[src/rtl/exec_pkg.sv]
// Shared opcode map and decoded-control struct for the ExceptioNull execute slice.
package exec_pkg;

  localparam logic [3:0] OP_ADD  = 4'h0;
  localparam logic [3:0] OP_SUB  = 4'h1;
  localparam logic [3:0] OP_AND  = 4'h2;
  localparam logic [3:0] OP_OR   = 4'h3;
  localparam logic [3:0] OP_XOR  = 4'h4;
  localparam logic [3:0] OP_SLT  = 4'h5;
  localparam logic [3:0] OP_SLL  = 4'h6;
  localparam logic [3:0] OP_SRL  = 4'h7;
  localparam logic [3:0] OP_ADDI = 4'h8;
  localparam logic [3:0] OP_NOP  = 4'h9;
  localparam logic [3:0] OP_LW   = 4'hA;
  localparam logic [3:0] OP_SW   = 4'hB;
  localparam logic [3:0] OP_BEQ  = 4'hC;
  localparam logic [3:0] OP_BNE  = 4'hD;
  localparam logic [3:0] OP_J    = 4'hE;
  localparam logic [3:0] OP_JAL  = 4'hF;

  typedef struct packed {
    logic       wb_en;
    logic       mem_w_en;
    logic       mem_r_en;
    logic       sel_mem;
    logic       is_branch_eq;
    logic       is_branch_ne;
    logic       is_jump;
    logic [1:0] wb_addr;
  } ctrl_t;

endpackage

[src/rtl/exec_datapath_if.sv]
// Instruction-in / write-back-out bundle of the execute slice.
interface exec_datapath_if;
  logic       in_valid;
  logic [7:0] instruction;
  logic [7:0] in0;
  logic [7:0] in1;
  logic [7:0] pc;
  logic [1:0] reg_addr_0;
  logic [1:0] reg_addr_1;
  logic       out_valid;
  logic       wb_en;
  logic [1:0] wb_addr;
  logic [7:0] wb_data;
  logic       overflow;
  logic       branch;
  logic       jump;

  modport master (
    output in_valid, instruction, in0, in1, pc,
    input  reg_addr_0, reg_addr_1, out_valid, wb_en, wb_addr, wb_data,
           overflow, branch, jump
  );

  modport slave (
    input  in_valid, instruction, in0, in1, pc,
    output reg_addr_0, reg_addr_1, out_valid, wb_en, wb_addr, wb_data,
           overflow, branch, jump
  );
endinterface

[src/rtl/exec_dmem.sv]
// Byte-wide single-port data RAM with registered read; contents have no reset.
module exec_dmem #(
  parameter int DEPTH = 256,
  parameter int AW    = 8
) (
  input  logic          clk,
  input  logic          we_i,
  input  logic          re_i,
  input  logic [AW-1:0] addr_i,
  input  logic [7:0]    wdata_i,
  output logic [7:0]    rdata_o
);

  logic [7:0] mem_q [DEPTH];
  logic [7:0] rdata_q;

  always_ff @(posedge clk) begin
    if (we_i) mem_q[addr_i] <= wdata_i;
    if (re_i) rdata_q <= mem_q[addr_i];
  end

  assign rdata_o = rdata_q;

endmodule

[src/rtl/exec_datapath.sv]
// Two-stage decode/ALU/data-memory slice of the ExceptioNull CPU.
// Define EXEC_SHIFT_OPS_EN to build the sll/srl shifter; otherwise 0110/0111 are nops.
module exec_datapath
  import exec_pkg::*;
#(
  parameter int DMEM_DEPTH = 256,
  parameter int DMEM_AW    = 8
) (
  input logic            clk,
  input logic            rst,
  exec_datapath_if.slave bus
);

  logic       s1_vld_q;
  logic [7:0] s1_instr_q, s1_a_q, s1_b_q, s1_pc_q;

  logic       out_valid_q, wb_en_q, ovf_q, branch_q, jump_q, sel_mem_q;
  logic [1:0] wb_addr_q;
  logic [7:0] alu_q, mem_rdata;

  ctrl_t      ctrl;
  logic [7:0] alu_d, sum, diff;
  logic       ovf_d;
  logic [3:0] op;
  logic [1:0] fa, fb;

  assign bus.reg_addr_0 = bus.instruction[3:2];
  assign bus.reg_addr_1 = bus.instruction[1:0];

  always_ff @(posedge clk) begin
    if (rst) s1_vld_q <= 1'b0;
    else     s1_vld_q <= bus.in_valid;
  end

  always_ff @(posedge clk) begin
    if (bus.in_valid) begin
      s1_instr_q <= bus.instruction;
      s1_a_q     <= bus.in0;
      s1_b_q     <= bus.in1;
      s1_pc_q    <= bus.pc;
    end
  end

  assign op   = s1_instr_q[7:4];
  assign fa   = s1_instr_q[3:2];
  assign fb   = s1_instr_q[1:0];
  assign sum  = s1_a_q + s1_b_q;
  assign diff = s1_a_q - s1_b_q;

  always_comb begin
    ctrl  = '0;
    alu_d = '0;
    ovf_d = 1'b0;
    case (op)
      OP_ADD: begin
        ctrl.wb_en = 1'b1; ctrl.wb_addr = fa; alu_d = sum;
        ovf_d = (s1_a_q[7] == s1_b_q[7]) && (sum[7] != s1_a_q[7]);
      end
      OP_SUB: begin
        ctrl.wb_en = 1'b1; ctrl.wb_addr = fa; alu_d = diff;
        ovf_d = (s1_a_q[7] != s1_b_q[7]) && (diff[7] != s1_a_q[7]);
      end
      OP_AND: begin ctrl.wb_en = 1'b1; ctrl.wb_addr = fa; alu_d = s1_a_q & s1_b_q; end
      OP_OR:  begin ctrl.wb_en = 1'b1; ctrl.wb_addr = fa; alu_d = s1_a_q | s1_b_q; end
      OP_XOR: begin ctrl.wb_en = 1'b1; ctrl.wb_addr = fa; alu_d = s1_a_q ^ s1_b_q; end
      OP_SLT: begin
        ctrl.wb_en = 1'b1; ctrl.wb_addr = fa;
        alu_d = {7'd0, $signed(s1_a_q) < $signed(s1_b_q)};
      end
`ifdef EXEC_SHIFT_OPS_EN
      OP_SLL: begin ctrl.wb_en = 1'b1; ctrl.wb_addr = fa; alu_d = s1_a_q << s1_b_q[2:0]; end
      OP_SRL: begin ctrl.wb_en = 1'b1; ctrl.wb_addr = fa; alu_d = s1_a_q >> s1_b_q[2:0]; end
`else
      OP_SLL, OP_SRL: ;
`endif
      OP_ADDI: begin
        ctrl.wb_en = 1'b1; ctrl.wb_addr = fa;
        alu_d = s1_a_q + {{6{fb[1]}}, fb};
      end
      OP_NOP: ;
      OP_LW: begin
        ctrl.wb_en = 1'b1; ctrl.mem_r_en = 1'b1; ctrl.sel_mem = 1'b1; ctrl.wb_addr = fb;
      end
      OP_SW:  ctrl.mem_w_en     = 1'b1;
      OP_BEQ: ctrl.is_branch_eq = 1'b1;
      OP_BNE: ctrl.is_branch_ne = 1'b1;
      OP_J:   ctrl.is_jump      = 1'b1;
      OP_JAL: begin
        ctrl.is_jump = 1'b1; ctrl.wb_en = 1'b1; ctrl.wb_addr = 2'd3;
        alu_d = s1_pc_q + 8'd1;
      end
    endcase
  end

  // A store still in stage 2 when reset hits is dropped along with the rest of the pipe.
  exec_dmem #(.DEPTH(DMEM_DEPTH), .AW(DMEM_AW)) u_dmem (
    .clk     (clk),
    .we_i    (s1_vld_q & ctrl.mem_w_en & ~rst),
    .re_i    (s1_vld_q & ctrl.mem_r_en),
    .addr_i  (s1_a_q[DMEM_AW-1:0]),
    .wdata_i (s1_b_q),
    .rdata_o (mem_rdata)
  );

  always_ff @(posedge clk) begin
    if (rst) begin
      out_valid_q <= 1'b0;
      wb_en_q     <= 1'b0;
      wb_addr_q   <= '0;
      alu_q       <= '0;
      sel_mem_q   <= 1'b0;
      ovf_q       <= 1'b0;
      branch_q    <= 1'b0;
      jump_q      <= 1'b0;
    end else begin
      out_valid_q <= s1_vld_q;
      wb_en_q     <= s1_vld_q & ctrl.wb_en;
      wb_addr_q   <= ctrl.wb_addr;
      alu_q       <= alu_d;
      sel_mem_q   <= s1_vld_q & ctrl.sel_mem;
      ovf_q       <= s1_vld_q & ovf_d;
      branch_q    <= s1_vld_q & ((ctrl.is_branch_eq & (s1_a_q == s1_b_q)) |
                                 (ctrl.is_branch_ne & (s1_a_q != s1_b_q)));
      jump_q      <= s1_vld_q & ctrl.is_jump;
    end
  end

  assign bus.out_valid = out_valid_q;
  assign bus.wb_en     = wb_en_q;
  assign bus.wb_addr   = wb_addr_q;
  assign bus.wb_data   = sel_mem_q ? mem_rdata : alu_q;
  assign bus.overflow  = ovf_q;
  assign bus.branch    = branch_q;
  assign bus.jump      = jump_q;

endmodule

[src/flat_wrapper.sv]
// flat-port wrapper written by rule: the top's interface ports become plain ports
module exec_datapath_flat import exec_pkg::*;
#(
  parameter int DMEM_DEPTH = 256,
  parameter int DMEM_AW    = 8
)
  (clk, rst, bus_in_valid, bus_instruction, bus_in0, bus_in1, bus_pc, bus_reg_addr_0, bus_reg_addr_1, bus_out_valid, bus_wb_en, bus_wb_addr, bus_wb_data, bus_overflow, bus_branch, bus_jump);
  exec_datapath_if bus_i ();
  input logic clk;
  input logic rst;
  input wire logic [$bits(bus_i.in_valid)-1:0] bus_in_valid;
  input wire logic [$bits(bus_i.instruction)-1:0] bus_instruction;
  input wire logic [$bits(bus_i.in0)-1:0] bus_in0;
  input wire logic [$bits(bus_i.in1)-1:0] bus_in1;
  input wire logic [$bits(bus_i.pc)-1:0] bus_pc;
  output wire logic [$bits(bus_i.reg_addr_0)-1:0] bus_reg_addr_0;
  output wire logic [$bits(bus_i.reg_addr_1)-1:0] bus_reg_addr_1;
  output wire logic [$bits(bus_i.out_valid)-1:0] bus_out_valid;
  output wire logic [$bits(bus_i.wb_en)-1:0] bus_wb_en;
  output wire logic [$bits(bus_i.wb_addr)-1:0] bus_wb_addr;
  output wire logic [$bits(bus_i.wb_data)-1:0] bus_wb_data;
  output wire logic [$bits(bus_i.overflow)-1:0] bus_overflow;
  output wire logic [$bits(bus_i.branch)-1:0] bus_branch;
  output wire logic [$bits(bus_i.jump)-1:0] bus_jump;
  assign bus_i.in_valid = bus_in_valid;
  assign bus_i.instruction = bus_instruction;
  assign bus_i.in0 = bus_in0;
  assign bus_i.in1 = bus_in1;
  assign bus_i.pc = bus_pc;
  assign bus_reg_addr_0 = bus_i.reg_addr_0;
  assign bus_reg_addr_1 = bus_i.reg_addr_1;
  assign bus_out_valid = bus_i.out_valid;
  assign bus_wb_en = bus_i.wb_en;
  assign bus_wb_addr = bus_i.wb_addr;
  assign bus_wb_data = bus_i.wb_data;
  assign bus_overflow = bus_i.overflow;
  assign bus_branch = bus_i.branch;
  assign bus_jump = bus_i.jump;
  exec_datapath #(.DMEM_DEPTH(DMEM_DEPTH), .DMEM_AW(DMEM_AW)) u_core (.clk(clk), .rst(rst), .bus(bus_i));
endmodule
[config.mk]
export PLATFORM = sky130hd
export DESIGN_NAME = exec_datapath_flat
export DESIGN_NICKNAME = d
export VERILOG_FILES = /design/src/rtl/exec_pkg.sv /design/src/rtl/exec_datapath_if.sv /design/src/rtl/exec_dmem.sv /design/src/rtl/exec_datapath.sv /design/src/flat_wrapper.sv
export SDC_FILE = /design/constraint.sdc
export NUM_CORES = 2
export LEC_CHECK = 0
export CAP_MARGIN = 20
export CORE_UTILIZATION = 30
export CTS_BUF_LIST = sky130_fd_sc_hd__clkbuf_8
export DETAILED_ROUTE_END_ITERATION = 12
export PLACE_DENSITY = 0.43
export SETUP_SLACK_MARGIN = 0.5
export SLEW_MARGIN = 20
export SYNTH_ARGS = -nofsm -noshare
export SYNTH_HDL_FRONTEND = slang
export SYNTH_SLANG_ARGS = --single-unit
[constraint.sdc]
create_clock -name clk -period 13.4 [get_ports clk]
set_input_delay 1.34 -clock clk [delete_from_list [all_inputs] [get_ports clk]]
set_output_delay 1.34 -clock clk [all_outputs]
set_load 0.03 [all_outputs]
==> impl_metrics.ini <==
[status]
status = complete, no violations

[setup_path]
crit_required_ns = 14.15
crit_type = reg2reg
r2r_slack_ns = 8.21
regToRegStartpoint = u_core.s1_a_q[0]$_DFFE_PP_
r2r_cells = 10
worstPathArrival_ns = 5.93
worstPathMaxFanout = 80
r2r-end = u_core.u_dmem.rdata_o[1]$_DFFE_PP_
start_kind = flip-flop
setup.worst_path.end_class = flip-flop

[clock_network]
cts_root_buffer = clkbuf_8
numCtsBuffers = 372
cts_tree = yes
htreeDepth = 5
insertion_delay_ns = 1.07
cts_setup_buffers = 0
clk_pin_slew_ns = 0.06
holdBufCountCts = 0
cts.sinks = 2105
ctsLongestPathBuffers = 4
ctsResizeCount = 0

[detailed_routing]
vias = 40000
ant_nets = 0
wire_per_inst_um = 29.1
viasPerCell = 5.05
drtIter0Drc = 3577
remaining_drc_errors = 0
dr.pass1.iters = 7
wl_um = 231000

[synth]
synthArstFlopShare_pct = 0
ys_ff_latch = 2105
ys.flop_type = edfxtp_1
syn_area_per_cell_um2 = 21.4
ys_seq_area_share_pct = 77.1
netlist_top_cells_area = edfxtp_1 (77%), mux4_2 (14%), nor2_1 (1.3%)
syn_inst = 3824
synth.distinct_cells = 51
synth_edf_count = 2088
synth.top_cell.area_share_pct = 76.7
netlist_area_um2 = 81800
syn_nets = 3896
yosys.area.top_type = edfxtp_1
yosys_warnings = 0

[finish]
final_common_cell = edfxtp_1
layout.cells.most_common_list = edfxtp_1 (2,088), mux4_2 (512), clkbuf_8 (378)
drive_gt1_share_pct = 24.8
area.growth.synth_to_final_pct = 13.4
stdcell_area_um2 = 92700
finalNetCount = 4175

[floorplanning]
die_h_um = 524
pin_count = 54
design.core.area_um2 = 271000
dieArea_um2 = 275000
std_cell_rows = 191
die_x_um = 524
start_util_pct = 30.2

[global_route]
grt_use_total_pct = 16.8
grt_pass1_wl_um = 326000
grt_max_degree = 155
grt_pass1_vias = 41600
antenna_found_initial = 12
grt_overflow = 0

[worst_hold_path]
min_path_type = reg2reg
min_to = u_core.bus.wb_en$_SDFF_PP0_
min_path_cells = 2
hp-start = u_core.s1_vld_q$_SDFF_PP0_

[timing]
setup-violations-final = 0
fin_worst_skew_ns = 0.0877
period_needed_ns = 5.19
hold_viol = 0
relSlewSlack_pct = 20.9
rsz0062_at_grt = no
finalCritPeriodShare_pct = 38.7
tightestPinTransition_ns = 1.18
timing.fmax_mhz = 193
setup_tns_ns = 0
report.final.slew_viol_count = 0

[power]
p_per_area_nw_per_um2 = 147
peakVddDrop_mv = 0.114
p_leak_nw = 28.4

[place]
hpwl_um = 133000
routabilityCongestion = 0.785
placed_area_um2 = 86400
numPortBuffers = 53

[run]
max_cap_violations = 0
-- final cells by class --
| cell class | count | area (um^2) |
|---|---|---|
| antenna | 3 | 7.51 |
| multi-input combinational | 1449 | 17500 |
| tap | 3570 | 4470 |
| timing repair buffer | 144 | 1340 |
| inverter | 31 | 116 |
| sequential | 2105 | 63000 |
| fill | 25400 | 178000 |
| clock buffer | 378 | 5200 |
| clock inverter | 246 | 1090 |
-- Yosys cell counts, types with 3 or more instances --
cell,n
xnor2_1,11
a21o_1,5
mux2i_1,3
o21bai_1,5
a21oi_1,73
mux2_2,8
clkbuf_1,137
o211ai_1,10
o22ai_1,44
buf_6,23
o21ai_0,24
nand2b_1,5
nand2_1,41
nor3_1,22
and3_1,3
a221oi_1,82
edfxtp_1,2088
a31oi_1,4
mux4_2,512
xor2_1,7
fa_1,3
a22oi_1,109
ha_1,34
buf_1,14
inv_1,30
nor2b_1,5
nor2_1,293
or3_1,20
or2_2,4
buf_2,36
buf_8,3
nand3_1,19
dfxtp_1,17
a211oi_1,3
a22o_1,80
buf_4,26
-- layer usage --
metal / wire, um / vias to the layer above / GRT usage, % / share of wire [%]
met1: 105000 / 21700 / 24.0 / 46
met3: 14600 / 294 / 3.50 / 6.3
li1: - / 16700 / - / -
met4: 4960 / 0 / 4.70 / 2.2
met5: 0 / - / 0 / 0
met2: 106000 / 1344 / 25.7 / 46
-- worst max path at each step --
stage                                    start                               endpoint  cells past startpoint
finish              u_core.s1_a_q[0]$_DFFE_PP_     u_core.u_dmem.rdata_o[1]$_DFFE_PP_                     10
global route        u_core.s1_a_q[0]$_DFFE_PP_     u_core.u_dmem.rdata_o[4]$_DFFE_PP_                     10
CTS                 u_core.s1_a_q[0]$_DFFE_PP_     u_core.u_dmem.rdata_o[4]$_DFFE_PP_                     10
detailed placement                         rst  u_core.u_dmem.mem_q[234][7]$_DFFE_PP_                      9
global placement                           rst  u_core.u_dmem.mem_q[236][2]$_DFFE_PP_                      9
floorplan           u_core.s1_b_q[1]$_DFFE_PP_             u_core.alu_q[7]$_SDFF_PP0_                      9
-- power by group --
part / internal, mW / total (mW) / switching [mW]
registers: 7.31 / 7.33 / 0.0171
logic: 0.350 / 1.05 / 0.695
clock network: 2.65 / 5.24 / 2.59
total: 10.3 / 13.6 / 3.30
-- critical path: stages, from the launching register on --
cell,delay (ns)
edfxtp_1,0.37
buf_12,0.47
buf_12,0.59
buf_4,0.85
mux4_2,0.65
a22o_1,0.25
a221oi_1,0.43
o22ai_1,0.15
or3_1,0.49
a22oi_1,0.25
o211ai_1,0.12
-- stage by stage --
stage	setup slack (ns)	cells	power, mW	util (%)	hold slack [ns]
floorplan	7.83	3824	8.11	-	0.478
global placement	7.55	7299	8.53	31.9	0.532
detailed placement	7.54	7299	8.53	31.9	0.528
CTS	8.08	7923	13.8	34.2	0.541
finish	8.21	7926	13.6	34.2	0.538
global route	7.85	7925	14.1	34.2	0.576
-- kinds of logic (layout without fill, tap and decap cells) --
group,after synthesis,after routing,share of synthesized area (%)
AND/OR/NAND/NOR,418,418,2.12
AO/OA/AOI/OAI,453,453,4.08
buffers and inverters,270,799,1.67
flip-flops,2105,2105,77.1
XOR/XNOR,18,18,0.193
multiplexers,523,523,14.2
other,0,3,0
adder cells (fa/ha/maj),37,37,0.594
-- state kept, by name (all words and copies together) (netlist names) --
signal / count
u_core.s1_vld_q: 1
u_core.sel_mem_q: 1
u_core.bus.wb_addr: 2
u_core.s1_pc_q: 8
u_core.bus.out_valid: 1
u_core.bus.overflow: 1
u_core.bus.wb_en: 1
u_core.s1_instr_q: 8
u_core.bus.branch: 1
u_core.u_dmem.rdata_o: 8
u_core.alu_q: 8
u_core.s1_b_q: 8
u_core.s1_a_q: 8
u_core.u_dmem.mem_q: 2048
u_core.bus.jump: 1
(Power assumes the default switching activity.)
